==> config.mk <==
export PLATFORM = sky130hd
export DESIGN_NAME = forward_scoreboard
export DESIGN_NICKNAME = d
export VERILOG_FILES = /design/src/rtl/forward_scoreboard.sv
export SDC_FILE = /design/constraint.sdc
export NUM_CORES = 1
export LEC_CHECK = 0
export CORE_MARGIN = 4
export CORE_UTILIZATION = 54
export CTS_BUF_LIST = sky130_fd_sc_hd__clkbuf_4
export DETAILED_ROUTE_END_ITERATION = 10
export PLACE_DENSITY = 0.88
export SETUP_SLACK_MARGIN = 0.4
export SYNTH_ARGS = -nofsm -noshare
export SYNTH_HDL_FRONTEND = slang
export SYNTH_SLANG_ARGS = --single-unit
==> constraint.sdc <==
create_clock -name clk -period 8.42 [get_ports clk]
set_input_delay 1.684 -clock clk [delete_from_list [all_inputs] [get_ports clk]]
set_output_delay 1.684 -clock clk [all_outputs]
set_load 0.01 [all_outputs]
==> src/rtl/forward_scoreboard.sv <==
// forward_scoreboard: in-flight result tracker between EX and the regfile write port.
// Keeps DEPTH result slots (slot 0 youngest, slot DEPTH-1 retiring), forwards the youngest
// matching result to each operand source, stalls on load-use hazards and holds the whole
// pipe while the retiring slot is a load still waiting for memory data.
module forward_scoreboard #(
    parameter int XLEN    = 32,
    parameter int DEPTH   = 3,
    parameter int NUM_SRC = 2,
    parameter int CNT_W   = 32
) (
    input  logic                    clk,
    input  logic                    rst,
    input  logic                    issue_valid,
    input  logic [4:0]              issue_rd,
    input  logic                    issue_we,
    input  logic                    issue_load,
    input  logic [XLEN-1:0]         ex_result,
    input  logic                    flush,
    input  logic                    mem_valid,
    input  logic [XLEN-1:0]         mem_rdata,
    input  logic [5*NUM_SRC-1:0]    src_addr,
    input  logic [NUM_SRC-1:0]      src_used,
    output logic [NUM_SRC-1:0]      fwd_hit,
    output logic [XLEN*NUM_SRC-1:0] fwd_data,
    output logic                    stall,
    output logic [1:0]              stall_reason,
    output logic                    wb_valid,
    output logic [4:0]              wb_addr,
    output logic [XLEN-1:0]         wb_data,
    output logic [CNT_W-1:0]        stall_cnt
);

    localparam int LAST = DEPTH - 1;

    // Slot state: valid/ready are control (reset), rd/data are payload (not reset).
    logic [DEPTH-1:0] slot_v;
    logic [DEPTH-1:0] slot_rdy;
    logic [4:0]       slot_rd   [DEPTH];
    logic [XLEN-1:0]  slot_data [DEPTH];

    // Slot view with this cycle's load fill already applied.
    logic [DEPTH-1:0] fill_sel;
    logic [DEPTH-1:0] eff_rdy;
    logic [XLEN-1:0]  eff_data [DEPTH];
    logic             fill_found;

    logic             hazard_any;
    logic             mem_hold;
    logic             advance;
    logic             accept;

    logic             m_found;
    logic             m_rdy;
    logic [XLEN-1:0]  m_data;
    logic [4:0]       cur_addr;

    // Pick the oldest pending load for the returning data and build the bypassed slot view.
    always_comb begin
        fill_sel   = '0;
        fill_found = 1'b0;
        for (int k = LAST; k >= 0; k--) begin
            if (!fill_found && slot_v[k] && !slot_rdy[k]) begin
                fill_sel[k] = mem_valid;
                fill_found  = 1'b1;
            end
        end
        for (int k = 0; k < DEPTH; k++) begin
            eff_rdy[k]  = slot_rdy[k] | fill_sel[k];
            eff_data[k] = fill_sel[k] ? mem_rdata : slot_data[k];
        end
    end

    // Per-source lookup: scan oldest to youngest so the youngest match overwrites older ones.
    always_comb begin
        fwd_hit    = '0;
        fwd_data   = '0;
        hazard_any = 1'b0;
        m_found    = 1'b0;
        m_rdy      = 1'b0;
        m_data     = '0;
        cur_addr   = '0;
        for (int i = 0; i < NUM_SRC; i++) begin
            m_found  = 1'b0;
            m_rdy    = 1'b0;
            m_data   = '0;
            cur_addr = src_addr[5*i +: 5];
            for (int j = LAST; j >= 0; j--) begin
                if (src_used[i] && (cur_addr != 5'd0) && slot_v[j] && (slot_rd[j] == cur_addr)) begin
                    m_found = 1'b1;
                    m_rdy   = eff_rdy[j];
                    m_data  = eff_data[j];
                end
            end
            if (m_found && m_rdy) begin
                fwd_hit[i]              = 1'b1;
                fwd_data[XLEN*i +: XLEN] = m_data;
            end else if (m_found) begin
                hazard_any = 1'b1;
            end
        end
    end

    // Pipe control and retirement; the pipe freezes only while the retiring load has no data.
    always_comb begin
        mem_hold     = slot_v[LAST] & ~slot_rdy[LAST] & ~mem_valid;
        advance      = ~mem_hold;
        stall        = hazard_any | mem_hold;
        stall_reason = {mem_hold, hazard_any};
        accept       = issue_valid & ~stall & ~flush;
        wb_valid     = advance & slot_v[LAST];
        wb_addr      = wb_valid ? slot_rd[LAST] : 5'd0;
        wb_data      = wb_valid ? eff_data[LAST] : '0;
    end

    // ---- slot pipeline: control ----
    // Shift valid/ready on advance (bubble in slot 0 unless accepted); otherwise only fill.
    always_ff @(posedge clk or posedge rst) begin
        if (rst) begin
            slot_v   <= '0;
            slot_rdy <= '0;
        end else if (advance) begin
            for (int k = LAST; k >= 1; k--) begin
                slot_v[k]   <= slot_v[k-1];
                slot_rdy[k] <= eff_rdy[k-1];
            end
            slot_v[0]   <= accept & issue_we & (issue_rd != 5'd0);
            slot_rdy[0] <= ~issue_load;
        end else begin
            slot_rdy <= eff_rdy;
        end
    end

    // ---- slot pipeline: payload ----
    // Shift destination/data alongside the control bits; a held pipe still absorbs load data.
    always_ff @(posedge clk) begin
        if (advance) begin
            for (int k = LAST; k >= 1; k--) begin
                slot_rd[k]   <= slot_rd[k-1];
                slot_data[k] <= eff_data[k-1];
            end
            slot_rd[0]   <= issue_rd;
            slot_data[0] <= ex_result;
        end else begin
            for (int k = 0; k < DEPTH; k++) begin
                slot_data[k] <= eff_data[k];
            end
        end
    end

    // Saturating count of stalled cycles.
    always_ff @(posedge clk or posedge rst) begin
        if (rst) begin
            stall_cnt <= '0;
        end else if (stall && (stall_cnt != {CNT_W{1'b1}})) begin
            stall_cnt <= stall_cnt + CNT_W'(1);
        end
    end

endmodule

-- Word level (Yosys, flattened, before mapping)
Memory sizes are Yosys's and may differ from the RTL's.
Index checks and enable logic that the tools add are counted.
- memory bits (writable): 111
- bits in read-only memories: 0
- logic and storage cells: 105
- output and inout port bits: 139
- register bits: 38
- input port bits: 88
- latch bits: 0
- memories kept: 2
- shift operators: 0
- eq/ne operators: 7
- magnitude comparators: 0
- reductions and logical operators: 30
- multipliers: 0
- div/mod/pow operators: 0
- muxes and demuxes: 42
- bitwise operators: 20
- $add $sub $neg: 1
- memories (name ; depth ; width ; read ports ; clocked after Yosys merged registers in ; write ports ; line ; RTL):
    slot_data ; 3 ; 32 ; 3 ; 0 ; 3 ; 39 ; logic [XLEN-1:0] slot_data [DEPTH];
    slot_rd ; 3 ; 5 ; 3 ; 0 ; 3 ; 38 ; logic [4:0] slot_rd [DEPTH];
- operator list (kind ; number):
    $mux W32 ; 15
    $add A32 B1 Y32 const B ; 1
    $ne A32 B32 Y1 const B ; 1
    $eq A5 B5 Y1 ; 6
    $mux W1 ; 25
    $logic_and A1 B1 Y1 ; 22
    $reduce_bool A5 Y1 ; 3
    $and A1 B1 Y1 ; 7
    $or A1 B1 Y1 ; 7
    $not A1 Y1 ; 6
    $logic_not A1 Y1 ; 5
    $mux W5 ; 1
    $mux W3 ; 1

-- Logic depth before layout (Yosys ltp)
Gate-level depths: netlist (run 1).
- word-level depth: 23
- mapped depth: 11
- gate-level depth less buffers: 8

-- Worst setup path before layout (run 1)
No wires, ideal clock.
- kind: input-to-output
- start: input port src_addr[5]
- end: output port fwd_data[35]
- buffers on the path: 3
- arrival time: 3.590 ns
- setup slack: 3.146 ns
- required time: 6.736 ns
- cell stages on the path: 10
- cell sequence: buf_2 > xnor2_1 > nand4_1 > or4_4 > buf_6 > nand2_1 > o22ai_1 > a21oi_1 > clkbuf_1 > a211oi_1
- cells in the longest elaborated chain, start to end: 9
- elaborated cells on any way between the ends: 22
- classes of those cells: 3 x eq/ne; 10 x mux; 9 x reduce/logical
- ends and longest elaborated chain (what ; line ; RTL):
    from (decl) ; 21 ; input logic [5*NUM_SRC-1:0] src_addr,
    $reduce_bool A5 Y1 ; 88 ; if (src_used[i] && (cur_addr != 5'd0) && slot_v[j] && (slot_rd[j] == cur_addr)) begin
    $logic_and A1 B1 Y1 (3 in a row) ; 88 ;
    $mux W1 (3 in a row) ; 88 ;
    $logic_and A1 B1 Y1 ; 94 ; if (m_found && m_rdy) begin
    $mux W32 * ; 94 ;
    to (decl) ; 24 ; output logic [XLEN*NUM_SRC-1:0] fwd_data,
Mark *: on every way between the ends. The rest lies on a longest branch, timed or not.

-- Worst setup path in the final report (run 1)
- start: input port src_addr[0]
- end: output port fwd_data[4]
Same word-level chain as after synthesis.

==> results of run 1 <==
state kept, by name, summed over array words and instances, names as in the netlist:
| name | count |
|---|---|
| slot_data | 96 |
| slot_rd | 15 |
| slot_rdy | 3 |
| slot_v | 3 |
| stall_cnt | 32 |
critical path: cells and delay by family:
kind	cells	cell delay [ps]
buffers and inverters	4	1580
and+or+nand+nor	3	1100
AOI/OAI and AO/OA	3	960
xor gates and xnor gates	1	150
how the worst min path moves through the flow:
stage | startpoint | to | slack (ps) | cells past startpoint
after floorplan | slot_v[1]$_DFFE_PP0N_ | slot_v[2]$_DFFE_PP0N_ | 470 | 2
after CTS | stall_cnt[6]$_DFFE_PP0P_ | stall_cnt[6]$_DFFE_PP0P_ | 510 | 1
after detailed placement | stall_cnt[22]$_DFFE_PP0P_ | stall_cnt[22]$_DFFE_PP0P_ | 490 | 1
after global routing | stall_cnt[6]$_DFFE_PP0P_ | stall_cnt[6]$_DFFE_PP0P_ | 540 | 1
after global placement | stall_cnt[6]$_DFFE_PP0P_ | stall_cnt[6]$_DFFE_PP0P_ | 480 | 1
final | stall_cnt[6]$_DFFE_PP0P_ | stall_cnt[6]$_DFFE_PP0P_ | 510 | 1
placed cells by master (no fill, tap or decap), types with 3 or more instances in the layout:
master / n
a211oi_1: 60
a21oi_1: 71
and3_1: 9
buf_4: 14
clkbuf_4: 18
clkdlybuf4s50_1: 225
clkinv_1: 3
clkinv_2: 7
dfrtp_1: 38
dfxtp_1: 96
edfxtp_1: 15
inv_1: 12
mux2i_1: 96
nand2_1: 64
nand3_1: 14
nand4_1: 7
nor2_1: 116
nor2b_1: 4
nor3_1: 69
nor3_2: 9
nor4_1: 7
o21ai_0: 67
o22ai_1: 34
or3_1: 37
xnor2_1: 37
xor2_1: 24
metal layers:
metal,wire [um],up-vias
met3,3090,72
met2,13100,529
li1,-,3976
met1,11100,4060
met5,25,-
met4,706,4
final cells by class:
type / instances / area, um2
Clock buffer: 18 / 135
Multi-Input combinational cell: 758 / 4790
Inverter: 12 / 45.0
Tap cell: 211 / 264
Sequential cell: 149 / 3320
Timing Repair Buffer: 240 / 2360
Fill cell: 1205 / 4240
Clock inverter: 14 / 95.1
Antenna cell: 1 / 2.50
logic make-up (layout without fill, tap and decap cells):
logic type,count (synthesis),in the layout
AND/OR/NAND/NOR,355,355
AO/OA/AOI/OAI,245,245
flip-flops,149,149
buffers and inverters,97,284
multiplexers,96,96
XOR/XNOR,61,61
adder cells (fa/ha/maj),1,1
other,0,1
power groups by stage:
stage	sequential, mW	combinational, mW	clock [mW]
3_3_place_gp	0.844	0.300	0
6_report	0.834	0.310	0.396
5_1_grt	0.840	0.338	0.430
3_5_place_dp	0.848	0.305	0
4_1_cts	0.832	0.307	0.402
2_1_floorplan	0.838	0.168	0
==> impl_metrics.csv, run 1 <==
group,metric,value,unit
cts,cts_sinks,149,
drt,dr.pass1.iters,5,
synth,yosysWarnings,0,
drt,drtIter0Drc,875,
pwr,p_per_area,140,nW/um2
layout,area_delta_synth_final,30.4,%
cts,cts_tree,"yes",
layout,finalNetCount,1267,
drt,avgViaCountPerCell,6.16,
worst_setup_path,reg2reg_from,"slot_v[2]$_DFFE_PP0N_",
timing,fmax,0.139,GHz
cts,cts_buffers,17,
synth,synth_compound_area_frac,0.177,
worst_setup_path,slowest_stage,"clkdlybuf4s50_1",
layout,drive_gt1_frac,0.0630,
cts,clk-insertion-delay-late,560,ps
pwr,switching_share,0.304,
synth,synth-simple-area-share,0.204,
cts,postCtsSetupBuffers,0,
layout,finalNonFillerCells,1403,
floorplan,dieArea,17700,um2
worst_setup_path,crit_path_max_incr_delay,600,ps
synth,syn_area,8450,um2
global_route,grt_pass1_wl,44000,um
worst_setup_path,cp_common_cell,"clkdlybuf4s50_1",
synth,yosys.cell_count.top_type,"nor2_1",
synth,synth_edf_count,15,
synth,syn-num-nets,1093,
worst_setup_path,crit_type,"input port to output port",
drt,wl_per_cell,20.0,um
pwr,comb_power_share,0.201,
synth,yosys.area.top_type,"dfxtp_1",
synth,synth_top_flop_cell,"dfxtp_1",
global_route,track_usage,0.305,
synth,synth-seq-cells,149,
drt,remaining_drc_errors,0,
placed_design,io_buffers,226,
timing,finalHoldViolCount,0,
synth,synth_commonest_cells,"nor2_1 (118), dfxtp_1 (96), mux2i_1 (96)",
drt,vias,8641,
cts,clockBufferDepth,2,
status,status,"complete, no violations",
pwr,p_seq_frac,0.541,
layout,utilization,0.722,
floorplan,initial_core_util,0.554,
timing,finalSetupViolCount,0,
placed_design,dpl.hpwl,18900,um
worst_setup_path,critical_path_arrival,5490,ps
global_route,grt_overflow,0,
global_route,grtUsageMet2,0.488,
worst_setup_path,cp_max_fo,33,
synth,syn_avg_cell_area,8.41,um2
worst_setup_path,setup.reg_to_reg.worst_slack,4540,ps
synth,synth.area.top_cells,"dfxtp_1 (23%), mux2i_1 (11%), dfrtp_1 (11%)",
floorplan,num_rows,45,
placed_design,pre_cts_slack,1260,ps
timing,holdWs,507,ps
synth,yosysSeqAreaShare,0.393,
placed_design,placed_cell_area,10800,um2
synth,synth_top_family_by_area,"simple AND/OR/NAND/NOR gates",
synth,synth_top_area_share,0.227,
timing,fin_skew,16.2,ps
worst_setup_path,crit_start,"src_addr[0]",
timing,slew_headroom,0.232,
timing,min_period,7170,ps
global_route,grt_pass1_vias,8203,
global_route,grt-busiest-layer,"met2",
global_route,grt_max_degree,104,
worst_setup_path,cp.required,6740,ps
timing,setup_slack,1250,ps
floorplan,die_w,133,um
floorplan,core_area,15300,um2
worst_setup_path,crit_chain,"clkdlybuf4s50_1, xnor2_1, nand3_1, or3_1, nor2_2, inv_1, buf_4, o21ai_0, o21ai_4, a211oi_1, clkdlybuf4s50_1",
synth,yosys.area_share.adder,0.00148,
cts,hold_buffers,0,
worst_setup_path,start_kind,"input port",
timing,rsz0062_at_grt,"false",
hold_path,min_path_type,"register to register",
cts,clk_pin_slew,120,ps
global_route,grt_use_met3,0.0920,
synth,synthMuxAreaShare,0.114,
synth,synthXorXnorAreaFrac,0.0632,
job,maxCapViolations,0,
worst_setup_path,ff2ff_path_depth,7,
timing,worstMarginPinSlew,1150,ps
synth,synth_cells,1004,
pwr,ir_drop,85.3,uV
pwr,power.leakage,4.33,nW
placed_design,finalWeightedCongestion,0.930,
timing,finalCritPeriodShare,0.852,
synth,async_flop_share,0.255,
timing,tns,0,ps
cts,cts.repair.resized,0,
worst_setup_path,r2r_end,"slot_data[0][42]$_DFF_P_",
cts,htree_levels,4,
floorplan,pin_count,227,
floorplan,die_h,133,um
worst_setup_path,endpoint,"fwd_data[4]",
timing,drv_slew,0,
worst_setup_path,end_kind,"output port",
pwr,p_switching,0.469,mW
global_route,met1_usage,0.392,
layout,fin_area,11000,um2
drt,drt-total-wl,28000,um
pwr,p_clk_frac,0.257,
drt,ant_nets,0,
pwr,p_int,1.07,mW
pwr,power,1.54,mW
synth,yosysUniqueCellTypes,48,
global_route,antenna_found_initial,3,
cts,cts-root-buf,"clkbuf_4",
placed_design,place_inst,1370,
No activity file was read; power rests on OpenSTA's default activity.
==> run 2, diff against run 1 <==
Settings changed: CORE_ASPECT_RATIO set to 2.
==> run 2 against run 1 <==
Effect of this change: total power increased by 4.9%; flip-flop and latch count unchanged; utilization increased by 0.23 points; combinational power decreased by 2%; largest cell class unchanged; setup slack improved by 17 ps; largest power group unchanged.
==> impl_metrics.csv, run 2 (synthesis results as in run 1) <==
group,metric,value,unit
cts,cts_sinks,149,
floorplan,die_w,96.4,um
floorplan,pin_count,227,
placed_design,finalWeightedCongestion,0.874,
layout,finalNetCount,1268,
drt,drtIter0Drc,619,
drt,remaining_drc_errors,0,
timing,min_period,7160,ps
worst_setup_path,r2r_end,"stall_cnt[24]$_DFFE_PP0P_",
cts,cts-root-buf,"clkbuf_4",
timing,drv_slew,0,
worst_setup_path,ff2ff_path_depth,9,
cts,cts_buffers,17,
placed_design,placed_cell_area,10800,um2
layout,fin_area,11100,um2
pwr,ir_drop,179,uV
floorplan,num_rows,64,
cts,clk-insertion-delay-late,560,ps
worst_setup_path,cp.required,6740,ps
cts,cts_tree,"yes",
cts,htree_levels,4,
drt,vias,8719,
global_route,grt_max_degree,92,
hold_path,min_path_type,"register to register",
floorplan,initial_core_util,0.552,
layout,largest_register_ff_count,96,
worst_setup_path,crit_start,"src_addr[2]",
worst_setup_path,crit_path_max_incr_delay,560,ps
worst_setup_path,end_kind,"output port",
worst_setup_path,setup.reg_to_reg.worst_slack,5130,ps
pwr,power.leakage,4.36,nW
cts,hold_buffers,0,
floorplan,die_h,185,um
hold_path,hp-start,"stall_cnt[22]$_DFFE_PP0P_",
drt,avgViaCountPerCell,6.26,
placed_design,dpl.hpwl,19700,um
layout,seq_area,3320,um2
layout,fill_cells,1223,
timing,finalSetupViolCount,0,
drt,dr.pass1.iters,5,
hold_path,holdPathEnd,"stall_cnt[22]$_DFFE_PP0P_",
timing,tns,0,ps
global_route,grt_overflow,0,
status,status,"complete, no violations",
drt,wl_per_cell,20.5,um
cts,clockBufferDepth,2,
worst_setup_path,crit_type,"input port to output port",
placed_design,io_buffers,226,
drt,ant_nets,0,
timing,rsz0062_at_grt,"false",
timing,slew_headroom,0.243,
cts,cts.repair.resized,0,
cts,postCtsSetupBuffers,0,
timing,finalHoldViolCount,0,
global_route,grt_pass1_wl,44400,um
layout,mostFrequentLayoutCell,"clkdlybuf4s50_1",
layout,top_register,"slot_data",
global_route,grt_pass1_vias,8851,
layout,layout_common_cells,"clkdlybuf4s50_1 (225), nor2_1 (116), mux2i_1 (96), dfxtp_1 (96), a21oi_1 (71)",
layout,top_regs,"slot_data x96, stall_cnt x32, slot_rd x15",
worst_setup_path,start_kind,"input port",
drt,drt-total-wl,28600,um
timing,fmax,0.140,GHz
cts,clk_pin_slew,140,ps
worst_setup_path,cp_max_fo,33,
worst_setup_path,reg2reg_from,"slot_rd[0][3]$_DFFE_PN_",
worst_setup_path,crit_chain,"clkdlybuf4s50_1, or4_1, o21ai_2, nand4b_1, buf_4, or3_1, o21ai_0, o21ai_4, buf_4, a211oi_1, clkdlybuf4s50_1",
pwr,p_per_area,146,nW/um2
floorplan,core_area,15300,um2
job,maxCapViolations,0,
layout,drive_gt1_frac,0.0654,
worst_setup_path,critical_path_arrival,5470,ps
layout,multi_input_area,4790,um2
timing,finalCritPeriodShare,0.850,
worst_setup_path,slowest_stage,"or4_1",
global_route,antenna_found_initial,4,
global_route,track_usage,0.320,
timing,worstMarginPinSlew,1130,ps
layout,area_delta_synth_final,31.1,%
hold_path,whs_path_depth,1,
floorplan,dieArea,17800,um2
timing,fin_skew,32.6,ps
-- run 2: changes by cell type in the layout (fill, tap and decap cells not counted), sizes merged --
cell / before / now
clkbuf: 18 / 17
buf: 15 / 16
clkinv: 10 / 3
diode: 1 / 3
bufinv: 1 / 2
inv: 13 / 20
-- run 2: metal layers --
| layer | track usage | part of all wire |
|---|---|---|
| met5 | 0 | 0.00045 |
| met4 | 0.208 | 0.061 |
| met3 | 0.0679 | 0.071 |
| met2 | 0.553 | 0.52 |
| met1 | 0.342 | 0.35 |
-- run 2: critical path: cells and delay by family --
kind | cells | cell delay, ps
AOI/OAI and AO/OA | 4 | 1070
buffers and inverters | 4 | 1810
and+or+nand+nor | 3 | 890
-- run 2: how the worst max path moves through the flow --
stage,slack (ps),endpoint,cells after the start
6_report,1260,fwd_data[1],11
5_1_grt,1150,fwd_data[1],11
4_1_cts,1330,fwd_data[1],11
3_5_place_dp,1330,fwd_data[1],11
3_3_place_gp,1400,fwd_data[1],11
2_1_floorplan,3150,fwd_data[35],10
-- run 2: cell type report --
cell class / count / area share
timing repair buffer: 241 / 0.214
antenna: 3 / 0.000678
sequential: 149 / 0.300
inverter: 12 / 0.00407
multi-input combinational: 758 / 0.432
clock buffer: 17 / 0.0115
tap: 198 / 0.0224
clock inverter: 15 / 0.0151
-- run 2: power by group --
part           internal (mW)  switching, mW  total (mW)
Sequential             0.787         0.0469       0.834
Clock                  0.185          0.292       0.477
Combinational          0.142          0.163       0.305
Total                   1.11          0.502        1.62
-- run 2: per-stage QoR --
stage	utilization	setup slack [ps]	std cells	hold slack [ps]	power, mW
4_1_cts	0.724	1330	1390	510	1.62
5_1_grt	0.724	1150	1392	532	1.69
3_3_place_gp	0.705	1400	1358	488	1.14
6_report	0.724	1260	1393	505	1.62
2_1_floorplan	-	3150	1004	472	1.01
3_5_place_dp	0.705	1330	1358	481	1.15
